$ cat config.mk
export PLATFORM = sky130hd
export DESIGN_NAME = store_merge_unit
export DESIGN_NICKNAME = d
export VERILOG_FILES = /design/src/rtl/store_merge_unit.sv
export SDC_FILE = /design/constraint.sdc
export NUM_CORES = 1
export LEC_CHECK = 0
export ABC_AREA = 1
export CAP_MARGIN = 20
export CORE_UTILIZATION = 49
export CTS_CLUSTER_DIAMETER = 40
export DETAILED_ROUTE_END_ITERATION = 8
export GPL_ROUTABILITY_DRIVEN = 0
export PLACE_DENSITY = 0.86
export SLEW_MARGIN = 15
export SYNTH_ARGS = -nofsm -noshare
export SYNTH_HDL_FRONTEND = slang
export SYNTH_SLANG_ARGS = --single-unit
$ cat constraint.sdc
create_clock -name clk -period 2.7 [get_ports clk]
set_input_delay 0.27 -clock clk [delete_from_list [all_inputs] [get_ports clk]]
set_output_delay 0.27 -clock clk [all_outputs]
set_load 0.01 [all_outputs]
$ cat src/rtl/store_merge_unit.sv
// Store path into a word-wide RAM without byte enables: word stores write directly,
// half/byte stores read-modify-write. Define STORE_ALIGN_CHK_EN to flag misaligned stores on st_err.
module store_merge_unit #(
  parameter int ADDR_W = 32,
  parameter int RD_LAT = 1
) (
  input  logic              clk,
  input  logic              rst,
  input  logic              st_req,
  input  logic [ADDR_W-1:0] st_addr,
  input  logic [31:0]       st_data,
  input  logic              w,
  input  logic              h,
  input  logic              b,
  output logic              st_busy,
  output logic              st_done,
  output logic              st_err,
  output logic [ADDR_W-3:0] mem_addr,
  output logic              mem_rd,
  output logic              mem_wr,
  output logic [31:0]       mem_wdata,
  input  logic [31:0]       mem_rdata
);

  typedef enum logic [2:0] {S_IDLE, S_RD, S_WAIT, S_CAP, S_WR, S_ERR} state_t;
  typedef enum logic [1:0] {SZ_WORD, SZ_HALF, SZ_BYTE} size_t;

  localparam logic [1:0] WAIT_INIT = 2'(RD_LAT - 1);

  state_t            state;
  state_t            next_state;
  size_t             req_size;
  size_t             size_q;
  logic [ADDR_W-1:0] addr_q;
  logic [31:0]       data_q;
  logic [31:0]       rmw_word;
  logic [31:0]       merged;
  logic [1:0]        wait_cnt;
  logic              accept;
  logic              misaligned;

  assign accept   = st_req & ~st_busy;
  assign mem_addr = addr_q[ADDR_W-1:2];

  always_comb begin
    case ({w, h, b})
      3'b010:  req_size = SZ_HALF;
      3'b001:  req_size = SZ_BYTE;
      default: req_size = SZ_WORD;
    endcase
  end

`ifdef STORE_ALIGN_CHK_EN
  assign misaligned = ((req_size == SZ_HALF) && st_addr[0]) ||
                      ((req_size == SZ_WORD) && (st_addr[1:0] != 2'b00));
  assign st_err     = (state == S_ERR);
`else
  assign misaligned = 1'b0;
  assign st_err     = 1'b0;
`endif

  always_comb begin
    next_state = state;
    mem_rd     = 1'b0;
    mem_wr     = 1'b0;
    st_done    = 1'b0;
    case (state)
      S_IDLE: begin
        if (accept) begin
          if (misaligned)               next_state = S_ERR;
          else if (req_size == SZ_WORD) next_state = S_WR;
          else                          next_state = S_RD;
        end
      end
      S_RD: begin
        mem_rd     = 1'b1;
        next_state = (RD_LAT == 1) ? S_CAP : S_WAIT;
      end
      // wait_cnt counts down the remaining read latency; CAP lines up with rdata valid
      S_WAIT: begin
        if (wait_cnt == 2'd1) next_state = S_CAP;
      end
      S_CAP: next_state = S_WR;
      S_WR: begin
        mem_wr     = 1'b1;
        st_done    = 1'b1;
        next_state = S_IDLE;
      end
      S_ERR: begin
        st_done    = 1'b1;
        next_state = S_IDLE;
      end
      default: next_state = S_IDLE;
    endcase
  end

  // Little-endian lane replacement on top of the captured RAM word
  always_comb begin
    merged = rmw_word;
    case (size_q)
      SZ_HALF: begin
        if (addr_q[1]) merged[31:16] = data_q[15:0];
        else           merged[15:0]  = data_q[15:0];
      end
      SZ_BYTE: begin
        case (addr_q[1:0])
          2'd0:    merged[7:0]   = data_q[7:0];
          2'd1:    merged[15:8]  = data_q[7:0];
          2'd2:    merged[23:16] = data_q[7:0];
          default: merged[31:24] = data_q[7:0];
        endcase
      end
      default: merged = data_q;
    endcase
  end

  assign mem_wdata = (state == S_WR) ? merged : 32'd0;

  always_ff @(posedge clk) begin
    if (rst) begin
      state    <= S_IDLE;
      st_busy  <= 1'b0;
      addr_q   <= '0;
      data_q   <= '0;
      size_q   <= SZ_WORD;
      rmw_word <= '0;
      wait_cnt <= '0;
    end else begin
      state   <= next_state;
      st_busy <= (next_state != S_IDLE);
      if (accept) begin
        addr_q <= st_addr;
        data_q <= st_data;
        size_q <= req_size;
      end
      if (state == S_RD)        wait_cnt <= WAIT_INIT;
      else if (state == S_WAIT) wait_cnt <= wait_cnt - 2'd1;
      if (state == S_CAP) rmw_word <= mem_rdata;
    end
  end

endmodule

* Yosys cells after proc, flatten, opt, wreduce, memory -nomap -nowiden
Cells that the tools add are included.
Word-level totals: input bits 102, output and inout bits 67, register bits 104, logic and storage cells 45
Cells by class: equality and inequality tests 12, add/subtract/negate cells 1, reductions and logical operators 7, multiplexer cells 16, bitwise gates (word level) 2
Operators with widths (number):
- 32-bit one-hot mux with 2 select lines | 1
- 16-bit 2-to-1 mux | 2
- 32-bit 2-to-1 mux | 1
- 8-bit 2-to-1 mux | 4
- 3-bit one-hot mux with 4 select lines | 1
- 3-bit by 2-bit equality test with 1-bit output (second input constant) | 3
- 3-bit 2-to-1 mux | 3
- 2-bit by 1-bit equality test with 1-bit output (second input constant) | 3
- 3-bit by 1-bit equality test with 1-bit output (second input constant) | 2
- 3-bit equality test (second input constant) | 2
- 2-bit equality test (second input constant) | 2
- 2-bit logical NOT | 2
- 2-bit one-hot mux with 2 select lines | 1
- 2-bit OR reduction | 2
- 3-bit logical NOT | 1
- 1-bit 2-to-1 mux | 3
- 3-bit nonzero test | 1
- 3-bit OR reduction | 1
- 2-bit by 1-bit subtractor with 2-bit output (second input constant) | 1
- 1-bit AND | 1
- 1-bit NOT | 1

* Logic depth before layout (Yosys ltp)
Gate-level depths: netlist of run 1.
word-level depth 7, mapped depth 9

* Worst setup path before layout of run 1
No wires, ideal clock.
path type register -> output, start register size_q[0], end output port mem_wdata[3], data arrival time 1.535 ns, path slack 0.895 ns, cell stages (with the launch flop) 8, required time 2.430 ns, cell sequence dfxtp_1 inv_1 ha_1 inv_1 clkbuf_1 buf_2 nand3_1 a21oi_1
Between the ends: word-level cells in the longest chain between the ends 3
RTL lines:
- start: declaration | RTL line 33 | size_t size_q;
- start signal: assignment | RTL line 134 | size_q <= req_size;
- 2-bit equality test or 2-bit by 1-bit equality test with 1-bit output (tied branches) | RTL line 100 | case (size_q)
- 32-bit one-hot mux with 2 select lines (*) | RTL line 100
- 32-bit 2-to-1 mux (*) | RTL line 117 | assign mem_wdata = (state == S_WR) ? merged : 32'd0;
- end: declaration | RTL line 21 | output logic [31:0] mem_wdata,
Mark *: on every way between the ends. The rest lies on a longest branch, timed or not.

* Final worst setup path of run 1
start register size_q[1], end output port mem_wdata[29]
Same word-level chain as after synthesis.

==> results of run 1 <==
==> sequential cells by signal, summed over array words and instances, names as in the netlist <==
signal / count
st_busy: 1
wait_cnt: 2
data_q: 32
addr_q: 32
rmw_word: 32
size_q: 2
state: 3
==> metrics by stage <==
step	hold slack [ns]	power [mW]
after floorplan	0.339	2.64
after global placement	0.439	3.09
after detailed placement	0.450	3.14
after CTS	0.465	4.15
after global routing	0.488	4.37
final	0.464	4.16
==> worst paths after layout <==
kind | endpoint | startpoint | depth (start not counted)
max | mem_wdata[29] | size_q[1] | 7
min | rmw_word[22] | rmw_word[22] | 2
max reg2reg | rmw_word[22] | state[2] | 5
min reg2reg | rmw_word[22] | rmw_word[22] | 2
==> cell usage in the layout (no fill, tap or decap) <==
cell,instances
nor2_1,179
clkdlybuf4s50_1,165
o21ai_0,110
nand2_1,108
dfxtp_1,102
a21oi_1,43
inv_1,42
nand3_1,18
clkbuf_8,11
buf_4,11
o211ai_1,8
a41oi_1,6
inv_2,4
nor2_4,3
o21ai_1,3
ha_1,3
buf_12,3
nand2_2,2
nand4_1,2
dfxtp_2,2
clkinv_4,2
dlymetal6s2s_1,2
nor3_4,1
clkinvlp_4,1
a41oi_2,1
o21ai_4,1
inv_4,1
nand2_4,1
a21oi_4,1
nand3_2,1
or2_0,1
a31oi_1,1
o21bai_1,1
a211oi_1,1
conb_1,1
clkinv_2,1
bufinv_16,1
clkbuf_1,1
==> layer usage <==
| layer | GRT usage | share of wire |
|---|---|---|
| met1 | 0.313 | 0.41 |
| met2 | 0.461 | 0.48 |
| met3 | 0.0759 | 0.092 |
| met4 | 0.0879 | 0.020 |
| met5 | 0 | 0 |
==> area by class of cell <==
class | count | area, µm²
Fill cell | 842 | 2990
Multi-Input combinational cell | 496 | 2270
Sequential cell | 104 | 2080
Timing Repair Buffer | 181 | 1820
Inverter | 48 | 186
Tap cell | 133 | 166
Clock buffer | 12 | 155
Clock inverter | 4 | 52.6
==> power by group through the flow <==
| stage | Sequential, mW | Combinational, mW | Clock, mW |
|---|---|---|---|
| floorplan | 1.89 | 0.754 | 0 |
| global placement | 1.93 | 1.16 | 0 |
| detailed placement | 1.94 | 1.20 | 0 |
| CTS | 1.91 | 1.22 | 1.02 |
| global route | 1.93 | 1.35 | 1.09 |
| finish | 1.92 | 1.23 | 1.01 |
==> worst max-delay path: cells and delay by family (launching register included) <==
family | cells | cell delay (ns)
buf+inv | 3 | 0.94
flops | 1 | 0.34
simple gates | 2 | 0.29
compound gates | 1 | 0.31
fa+ha+maj | 1 | 0.16
==> what timing repair did <==
action	4_1_cts	5_1_grt
setup buffers	2	1
cloned	0	0
resized for setup	2	14
pin swaps	0	2
setup endpoints to repair	27	29
==> Yosys cell counts <==
| master | number |
|---|---|
| o21ai_2 | 1 |
| a41oi_2 | 1 |
| conb_1 | 1 |
| nand4_1 | 2 |
| inv_2 | 3 |
| buf_2 | 12 |
| a41oi_1 | 6 |
| a21oi_2 | 1 |
| buf_4 | 33 |
| clkbuf_1 | 22 |
| a21oi_1 | 43 |
| nand3_2 | 1 |
| nor2_2 | 3 |
| buf_6 | 2 |
| o21bai_1 | 1 |
| o211ai_1 | 8 |
| a211oi_1 | 1 |
| o21ai_0 | 110 |
| nand2_1 | 111 |
| o21ai_1 | 3 |
| buf_1 | 1 |
| a31oi_1 | 1 |
| nand3_1 | 18 |
| nor3_4 | 1 |
| nor2_1 | 179 |
| inv_1 | 45 |
| dfxtp_1 | 104 |
| ha_1 | 3 |
| or2_0 | 1 |
==> kinds of logic (layout without fill, tap and decap cells) <==
| kind of cell | Yosys count | count (layout) | synth area share |
|---|---|---|---|
| fa+ha+maj | 3 | 3 | 0.00764 |
| simple gates | 316 | 316 | 0.253 |
| other cells | 1 | 1 | 0.000764 |
| flops | 104 | 104 | 0.424 |
| compound gates | 176 | 176 | 0.193 |
| buf+inv | 118 | 245 | 0.122 |
==> results_dict.tcl, run 1 <==
set metrics [dict create \
    setup_viol 0 \
    critical_path.max_stage_delay_ns 0.60 \
    syn-cell-area_um2 4910 \
    clk_transition_reported_paths_ns 0.10 \
    dpl.hpwl_mm 10.0 \
    cellLeakagePower_nw 2.64 \
    report.final.slew_viol_count 0 \
    die_h_um 102 \
    synth-seq-cells 104 \
    setup_cp_type "reg2out" \
    timing.critical_path.fanout_max 8 \
    vdd.ir_drop.worst_mv 0.561 \
    final_layout_size_suffix_gt1_frac 0.0568 \
    num_antenna_cells 0 \
    nNetsFinal 945 \
    yosys.area.top_type "dfxtp_1" \
    fp.coreArea_um2 9730 \
    final_non_filler_cell_area_um2 6740 \
    grt_pass1_wl_mm 21.7 \
    floorplan.initialDensity 0.505 \
    clkSinkCount 104 \
    dieArea_um2 10400 \
    holdBufCountCts 0 \
    vias 5119 \
    yosysWarnings 0 \
    synth_seq_area_share 0.424 \
    relSlewSlack 0.590 \
    drt_iter0_drc 272 \
    dpl_worst_slack_ns 0.264 \
    fp-row-count 36 \
    power.share.switching 0.326 \
    drt-pass1-iter-count 7 \
    post_layout_util 0.693 \
    via_count_of_the_first_global_routing_pass 4745 \
    syn_inst 718 \
    comb_power_share 0.295 \
    clock_insertion_delay_worst_skew_ns 0.35 \
    cts-htree-levels 3 \
    layout-area-overhead-vs-synth_pct 37.2 \
    grt_antenna_before_repair 0 \
    synthesis.area_per_instance_um2 6.84 \
    final_critical_delay_including_setup_and_external_delays_ns 2.64 \
    seqPwrFrac 0.461 \
    finalNonFillerCells 978 \
    antenna_violating_nets_post_route 0 \
    ranking_of_synthesized_cells_by_area "dfxtp_1, nor2_1, o21ai_0, nand2_1, buf_4" \
    place_inst 959 \
    drc 0 \
    gr-total-overflow 0 \
    synth_largest_type_area_fraction 0.424 \
    clockPowerShare 0.244 \
    outcome "completed" \
    cts_made_buffers 9 \
    port_buffers 167 \
    vias_per_cell 5.23 \
    grt_start_max_net_pins 68 \
    avgRoutedWirePerCell_um 14.4 \
    critical_path_arrival_ns 2.37 \
    crit_required_ns 2.43 \
    power_per_cell_area_nw_per_um2 617 \
    tightest_slew_ns 0.614 \
    post-route-period-util 0.978 \
    regToRegSetupSlack_ns 0.93 \
    finalWorstSetupSlack_ns 0.0583 \
    cts_tree "done" \
    synth_nets 823 \
    cp_launch_type "flop" \
    worstPathCellList "inv_1, ha_1, nand2_1, inv_1, nand2_1, a41oi_1, clkdlybuf4s50_1" \
    critical-path-slowest-cell "clkdlybuf4s50_1" \
    clock_path_buffers 2 \
    min_path_type "reg2reg" \
    fmaxAchievable_mhz 379 \
    intPower_mw 2.80 \
    placed_area_um2 6440 \
    power.switching_mw 1.36 \
    die_w_um 102 \
    finalHoldViolCount 0 \
    routed_wirelength_mm 14.1 \
    floorplan.io_pins 169 \
    timing.setup.tns_ns 0 \
    clockRootBuffer "clkbuf_8" \
    setup.worst_path.end_class "output pin" \
    grt_use_total 0.265 \
    worst_clock_skew_ns 0.0113 \
    yosysUniqueCellTypes 29 \
    drv_cap 0 \
]
No activity file was read; power rests on OpenSTA's default activity.
==> inputs of run 2 (changes only) <==
==> constraint.sdc (replaced) <==
create_clock -name clk -period 2.7 [get_ports clk]
set_input_delay 0.81 -clock clk [delete_from_list [all_inputs] [get_ports clk]]
set_output_delay 0.81 -clock clk [all_outputs]
set_load 0.01 [all_outputs]
==> results_dict.tcl, run 2 (synthesized netlist as in run 1, its figures left out) <==
set metrics [dict create \
    outcome "finished, violations left" \
    violations_in_the_final_reports "negative setup slack" \
    seqPwrFrac 0.446 \
    clockPowerShare 0.242 \
    place_inst 967 \
    clock_insertion_delay_worst_skew_ns 0.38 \
    worst_clock_skew_ns 0.0188 \
    nNetsFinal 971 \
    comb_power_share 0.312 \
    power.switching_mw 1.46 \
    critical_path.max_stage_delay_ns 0.40 \
    layout.cells.most_common "nor2_1" \
    crit_required_ns 1.89 \
    layout-area-overhead-vs-synth_pct 44.2 \
    drc 0 \
    finalNonFillerCells 1004 \
    clk_transition_reported_paths_ns 0.10 \
    via_count_of_the_first_global_routing_pass 5270 \
    floorplan.io_pins 169 \
    grt_antenna_before_repair 0 \
    fp.coreArea_um2 9730 \
    grt_start_max_net_pins 59 \
    worstPathCellList "inv_4, ha_4, buf_12, nand2_8, o21ai_4, buf_6, buf_6, nand2_2, o211ai_1, nand2_1, inv_2, buf_6" \
    power.share.switching 0.340 \
    fmaxAchievable_mhz 369 \
    final_layout_size_suffix_gt1_frac 0.161 \
    cts-htree-levels 3 \
    clkSinkCount 104 \
    min_path_type "reg2reg" \
    cp_common_cell "buf_6" \
    post_layout_util 0.728 \
    holdBufCountCts 0 \
    report.final.slew_viol_count 0 \
    regToRegSetupSlack_ns 0.80 \
    fp-row-count 36 \
    drt-pass1-iter-count 7 \
    vias 5432 \
    layout_common_cells "nor2_1, clkdlybuf4s50_1, o21ai_0" \
    drv_cap 0 \
    dpl.hpwl_mm 10.4 \
    intPower_mw 2.85 \
    critical-path-slowest-cell "dfxtp_4" \
    drt_iter0_drc 314 \
    vdd.ir_drop.worst_mv 0.449 \
    path_buf_inv 6 \
    finalWorstSetupSlack_ns -0.0103 \
    setup.worst_path.end_class "output pin" \
    finalHoldViolCount 0 \
    grt_pass1_wl_mm 23.9 \
    critPathTopFamily "buffers and inverters" \
    p_total_mw 4.31 \
    cts_made_buffers 9 \
    die_h_um 102 \
    reg_top3 "addr_q: 32 flops, data_q: 32 flops, rmw_word: 32 flops" \
    cp_launch_type "flop" \
    clock_path_buffers 2 \
    grt_use_total 0.292 \
    num_antenna_cells 0 \
    dieArea_um2 10400 \
    timing.critical_path.fanout_max 4 \
    post-route-period-util 1.00 \
    cts_tree "done" \
    clockRootBuffer "clkbuf_8" \
    holdWs_ns 0.476 \
    setup_cp_type "reg2out" \
    port_buffers 167 \
    final_critical_delay_including_setup_and_external_delays_ns 2.71 \
    critical_path_arrival_ns 1.90 \
    rsz0062_at_grt "yes" \
    dpl_worst_slack_ns -0.114 \
    floorplan.initialDensity 0.505 \
    setup_viol 4 \
    gr-total-overflow 0 \
    cellLeakagePower_nw 2.86 \
    power_per_cell_area_nw_per_um2 608 \
    vias_per_cell 5.41 \
    die_w_um 102 \
    antenna_violating_nets_post_route 0 \
    avgRoutedWirePerCell_um 15.7 \
    routed_wirelength_mm 15.8 \
]
## run 2: cell types whose count changed in the layout (fill, tap and decap cells not counted), sizes merged
cell,previous run,this run
clkdlybuf4s15,0,4
clkdlybuf4s50,165,134
clkinv,3,2
inv,47,50
dlymetal6s2s,2,1
buf,14,66
## run 2: layer usage
metal	routed length, µm	track usage
met2	7700	0.508
met3	1430	0.0650
met5	0	0
met4	578	0.147
met1	6090	0.336
## run 2: worst paths after layout
kind / start / endpoint / cells past startpoint
worst max-delay path: size_q[1] / mem_wdata[16] / 12
worst min-delay path: rmw_word[22] / rmw_word[22] / 2
worst max register to register: state[2] / rmw_word[28] / 8
worst min register to register: rmw_word[22] / rmw_word[22] / 2
## run 2: layout make-up
| cell class | instances | area [µm²] |
|---|---|---|
| Multi-Input combinational cell | 496 | 2430 |
| Clock inverter | 6 | 75.1 |
| Clock buffer | 10 | 138 |
| Tap cell | 133 | 166 |
| Fill cell | 751 | 2650 |
| Timing Repair Buffer | 207 | 1980 |
| Sequential cell | 104 | 2090 |
| Inverter | 48 | 195 |
## run 2: what timing repair did
action	in CTS	in global routing
pin swaps	10	12
endpoints found under the setup margin	33	34
resized for setup	163	37
buffers inserted	17	5
## run 2: worst register-to-register path, stage by stage, from the launching register on
cell and delay (ns):
dfxtp_1 0.33, inv_1 0.11, buf_4 0.15, nand3_2 0.30, buf_4 0.36, inv_1 0.08
buf_4 0.28, nor2_1 0.12, nor2_1 0.14
## run 2: stage by stage
step                      area, µm²  TNS [ns]
after floorplan                4910         0
after global routing           7080    -0.992
after global placement         6560   -0.0191
final                          7080   -0.0262
after detailed placement       6560     -1.21
after CTS                      6970   -0.0744
## run 2: power by group through the flow
stage	logic (mW)	registers (mW)	clock network, mW
after global placement	1.22	1.93	0
after global routing	1.47	1.95	1.12
after floorplan	0.754	1.89	0
after CTS	1.30	1.91	1.04
after detailed placement	1.26	1.94	0
final	1.34	1.92	1.04
==> inputs of run 3 (changes only) <==
--- a/config.mk
+++ b/config.mk
@@ -7,6 +7,7 @@
 export LEC_CHECK = 0
 export ABC_AREA = 1
 export CAP_MARGIN = 20
+export CORE_MARGIN = 2
 export CORE_UTILIZATION = 49
 export CTS_CLUSTER_DIAMETER = 40
 export DETAILED_ROUTE_END_ITERATION = 8
==> results_dict.tcl, run 3 (synthesized netlist as in run 1, its figures left out) <==
set metrics [dict create \
    vias 5240 \
    crit-reg2reg-launch "state[2]" \
    clockPowerShare 0.239 \
    min_path_type "reg2reg" \
    worstPathCellList "inv_2, ha_4, inv_2, nor2_4, nor2_4, nand2_4, buf_4, nand2_1, a21oi_1, buf_2" \
    clock_insertion_delay_worst_skew_ns 0.35 \
    relSlewSlack 0.490 \
    grt_start_max_net_pins 44 \
    intPower_mw 2.85 \
    seqPwrFrac 0.456 \
    die_h_um 104 \
    crit_required_ns 1.89 \
    nNetsFinal 959 \
    vias_per_cell 5.30 \
    clock_path_buffers 2 \
    power_per_cell_area_nw_per_um2 613 \
    worst_clock_skew_ns 0.00502 \
    fp.coreArea_um2 9730 \
    num_antenna_cells 0 \
    floorplan.io_pins 169 \
    fp-row-count 36 \
    layout-area-overhead-vs-synth_pct 39.8 \
    cts_made_buffers 9 \
    post-route-period-util 0.981 \
    clk_transition_reported_paths_ns 0.09 \
    cellLeakagePower_nw 2.80 \
    final_critical_delay_including_setup_and_external_delays_ns 2.65 \
    final_layout_size_suffix_gt1_frac 0.129 \
    tightest_slew_ns 0.764 \
    setup_viol 0 \
    power.switching_mw 1.35 \
    port_buffers 167 \
    fmaxAchievable_mhz 377 \
    drv_cap 0 \
    critPathTopFamily "simple AND/OR/NAND/NOR gates" \
    crit_start "size_q[1]" \
    drc 0 \
    grt_pass1_wl_mm 23.9 \
    routed_wirelength_mm 14.9 \
    cts-htree-levels 3 \
    path_buf_inv 4 \
    cp_launch_type "flop" \
    reg_top3 "addr_q: 32 flops, data_q: 32 flops, rmw_word: 32 flops" \
    finalHoldViolCount 0 \
    floorplan.initialDensity 0.505 \
    power.share.switching 0.322 \
    layout_common_cells "nor2_1, clkdlybuf4s50_1, o21ai_0" \
    dpl.hpwl_mm 10.4 \
    critical-path-slowest-cell "dfxtp_4" \
    antenna_violating_nets_post_route 0 \
    die_w_um 104 \
    grt_antenna_before_repair 0 \
    finalNonFillerCells 989 \
    critical_path.max_stage_delay_ns 0.37 \
    grt_use_total 0.265 \
    setup.worst_path.end_class "output pin" \
    holdBufCountCts 0 \
    timing.critical_path.fanout_max 5 \
    dieArea_um2 10800 \
    place_inst 967 \
    cts_tree "done" \
    placed_area_um2 6560 \
    outcome "completed" \
    layout.cells.most_common "nor2_1" \
    timing.setup.tns_ns 0 \
    clkSinkCount 104 \
    report.final.slew_viol_count 0 \
    vdd.ir_drop.worst_mv 0.411 \
    critical_path_arrival_ns 1.84 \
    drt-pass1-iter-count 5 \
    via_count_of_the_first_global_routing_pass 4913 \
    drt_iter0_drc 365 \
    avgRoutedWirePerCell_um 15.1 \
    gr-total-overflow 0 \
    final_non_filler_cell_area_um2 6870 \
    comb_power_share 0.305 \
    clockRootBuffer "clkbuf_8" \
    hold_path_startpoint "rmw_word[23]" \
    setup_cp_type "reg2out" \
]
## run 3: cell count changes in the layout (fill, tap and decap cells not counted), sizes merged
| cell | previous run | this run |
|---|---|---|
| buf | 66 | 41 |
| inv | 50 | 48 |
| clkdlybuf4s15 | 4 | 0 |
| bufinv | 1 | 2 |
| clkinv | 2 | 1 |
| bufbuf | 0 | 1 |
| dlygate4sd2 | 0 | 2 |
| clkbuf | 12 | 25 |
## run 3: worst paths after layout
check	to	slack (ns)	cells after the start
worst max-delay path	mem_wdata[5]	0.05	10
worst min-delay path	rmw_word[23]	0.46	2
worst max register to register	rmw_word[1]	1.13	6
worst min register to register	rmw_word[23]	0.46	2
## run 3: cell type report
type                       count  area [µm²]
clock inverter                 4        72.6
clock buffer                   9         124
fill                         809        2860
sequential                   104        2090
timing repair buffer         195        1840
inverter                      48         190
tap                          133         166
multi-input combinational    496        2380
## run 3: layer usage
metal,global-route usage,vias up,share of wire
met2,0.448,276,0.48
met4,0.0820,0,0.025
met1,0.335,2386,0.40
met5,0,-,0
met3,0.0620,30,0.093
li1,-,2548,-
## run 3: what timing repair did
| item | 4_1_cts | 5_1_grt |
|---|---|---|
| gates cloned | 1 | 0 |
| hold endpoints to repair | 0 | 0 |
| endpoints found under the setup margin | 33 | 33 |
| setup buffers | 5 | 3 |
| pin swaps | 4 | 9 |
| resized for setup | 102 | 51 |
## run 3: worst reg2reg max path, cell delays in order (launching register included)
cell and delay (ns):
dfxtp_1 0.32, inv_1 0.11, buf_4 0.15, nand3_2 0.08, inv_1 0.57, nor2_1 0.12
nor2_1 0.16
## run 3: stage by stage
step / power (mW) / util / hold WS, ns / worst slack, ns
after global routing: 4.43 / 0.706 / 0.493 / -0.00811
after CTS: 4.21 / 0.710 / 0.456 / -0.0323
after detailed placement: 3.18 / 0.674 / 0.444 / -0.0645
final: 4.21 / 0.706 / 0.462 / 0.0508
after global placement: 3.14 / 0.674 / 0.440 / -0.00548
after floorplan: 2.64 / - / 0.429 / 0.355
## run 3: power by group through the flow
stage	Sequential [mW]	Clock (mW)	Combinational [mW]
after floorplan	1.89	0	0.754
after CTS	1.91	1.02	1.27
after detailed placement	1.94	0	1.24
final	1.92	1.01	1.28
after global routing	1.94	1.08	1.41
after global placement	1.93	0	1.21
==> RTL change: new RTL, flow settings as in run 3 <==
The parameter `ADDR_W` goes from 32 to 64.
--- a/src/rtl/store_merge_unit.sv
+++ b/src/rtl/store_merge_unit.sv
@@ -1,7 +1,7 @@
 // Store path into a word-wide RAM without byte enables: word stores write directly,
 // half/byte stores read-modify-write. Define STORE_ALIGN_CHK_EN to flag misaligned stores on st_err.
 module store_merge_unit #(
-  parameter int ADDR_W = 32,
+  parameter int ADDR_W = 64,
   parameter int RD_LAT = 1
 ) (
   input  logic              clk,
Interface: changed (resized mem_addr and st_addr); port bits go from 169 to 233. No check against the original RTL was run, so the function may have changed too.
==> RTL change against run 3 <==
- worst setup slack got worse by 0.027 ns
- combinational power increased by 38%
- area after synthesis increased by 27%
- clock skew about the same
- non-clock buffer count increased by 69
- sequential share of layout area decreased by 0.36 points
- first-iteration DRC count increased by 47%
- wire length increased by 27%
- power increased by 58%
- largest cell class unchanged
- critical path depth decreased by 3
- critical endpoint is now mem_wdata[13]
- final area increased by 32%
- sequential cell count increased by 32
==> RTL change: results (changes against run 3) <==
=================================================================================
Count of antenna diodes in the layout ..............................            0   unchanged
Power dissipated in the clock network ..............................      2.33 mW   +130%
Routed wire length per instance ....................................      15.2 µm   +0.90%
Input/output buffers ...............................................          231   +38%
Syn avg cell area ..................................................     7.00 µm²   +2.3%
Biggest consumer ................................................... sequential cells
Endpoint arrival time on the critical path .........................      1.87 ns   +0.03 ns
Synth Flop Type .................................................... sky130_fd_sc_hd__dfxtp_1
Number of nets in the finished design ..............................         1197   +25%
Largest registers in the final layout .............................. addr_q (64), data_q (32), rmw_word (32)
Max Clock Skew .....................................................   0.00506 ns   +0.0000450 ns
Total wirelength of the detailed-routed design .....................      18.9 mm   +27%
Critical-path maximum fanout .......................................           16   +11
Cell area reported after detailed placement ........................     8270 µm²   +26%
Clock transition at the registers of the reported paths ............      0.06 ns   -0.03 ns
Detailed Routing Iterations Pass 1 .................................            5   unchanged
Status ............................................................. complete, no violations
Leading post-synthesis cells by cell area .......................... sky130_fd_sc_hd__dfxtp_1, sky130_fd_sc_hd__nor2_1, sky130_fd_sc_hd__o21ai_0
Post-CTS repair timing setup buffer count ..........................            8   +3
Final HPWL from detailed placement .................................      12.6 mm   +21%
CTS Buf Count ......................................................           17   +8
Combinational share of power .......................................        26.7%   -3.8 points
Setup WS pre-CTS ...................................................   -0.0956 ns   -0.0311 ns
Post-synthesis sequential area ratio ...............................        43.8%   +1.4 points
Wire length of the first global-routing pass .......................      28.4 mm   +19%
Worst slew margin relative to its limit ............................        46.0%   -3.0 points
Net switching power figure .........................................      1.96 mW   +45%
Initial antenna violation count ....................................            0   unchanged
Post-synth cell types ..............................................           29   unchanged
Share of synthesized registers carrying an async set or reset ......           0%   unchanged
Number of buffers on the longest clock path ........................            2   unchanged
Source-to-sink clock delay at the later pin of the worst-skew pair .      0.41 ns   +0.06 ns
Count of H-tree levels built during CTS ............................            4   +1
Hold WC Path Type .................................................. flip-flop to flip-flop
Pin count of the biggest net entering global routing ...............           90   +100%
Peak supply drop ...................................................     0.517 mV   +26%
Count of synthesis-stage warnings from yosys .......................            0   unchanged
DRC violation total after the first TritonRoute iteration ..........          537   +47%
Commonest cells in the synthesized netlist ......................... sky130_fd_sc_hd__nor2_1, sky130_fd_sc_hd__o21ai_0, sky130_fd_sc_hd__dfxtp_1, sky130_fd_sc_hd__nand2_1, sky130_fd_sc_hd__buf_4
Root cell of the clock tree ........................................ sky130_fd_sc_hd__clkbuf_16
Post-synth net total ...............................................         1026   +25%
Via count of the first global-routing pass .........................         5988   +22%
Power Density ......................................................   731 nW/µm²   +19%
Cells resized by post-CTS repair ...................................          149   +46%
Overall via count from detail_route ................................         6370   +22%
Leak pwr ...........................................................      3.72 nW   +33%
Share of layout cells above drive strength 1 .......................        13.3%   +0.48 points
Total global-route track usage .....................................        26.9%   +0.43 points
=================================================================================
==> RTL change: final cells by class <==
cell class	count	area [µm²]
clock inverter	7	88.8
inverter	48	201
tap	172	215
multi-input combinational	592	2790
timing repair inverter	1	3.75
sequential	136	2730
fill	1007	3450
clock buffer	25	515
timing repair buffer	264	2520
==> RTL change: logic make-up (layout without fill, tap and decap cells) <==
group           Yosys count  in the layout  share of synthesized area (%)
compound gates          206            206                           17.5
fa+ha+maj                 3              3                          0.603
flops                   136            136                           43.8
buf+inv                 161            345                           14.0
other cells               1              1                         0.0603
simple gates            382            382                           24.1
==> RTL change: worst paths after layout <==
kind	start	to	slack [ns]	depth (start not counted)
max	size_q[0]$_SDFFE_PP0P_	mem_wdata[13]	0.02	7
min reg2reg	rmw_word[22]$_SDFFE_PP0N_	rmw_word[22]$_SDFFE_PP0N_	0.45	2
max reg2reg	state[2]$_SDFF_PP0_	rmw_word[6]$_SDFFE_PP0N_	1.13	6
min	rmw_word[22]$_SDFFE_PP0N_	rmw_word[22]$_SDFFE_PP0N_	0.45	2
==> RTL change: worst max-delay path, stage by stage (launching register included) <==
cell                        delay, ns
sky130_fd_sc_hd__dfxtp_4         0.37
sky130_fd_sc_hd__inv_2           0.05
sky130_fd_sc_hd__ha_4            0.22
sky130_fd_sc_hd__inv_6           0.09
sky130_fd_sc_hd__bufbuf_16       0.29
sky130_fd_sc_hd__nand2_1         0.07
sky130_fd_sc_hd__a21oi_1         0.16
sky130_fd_sc_hd__buf_2           0.19
==> RTL change: layer usage <==
layer	wire length [µm]	GRT usage (%)
met5	0	0
met4	519	9.65
met3	1870	10.2
met2	9120	46.0
met1	7400	30.8
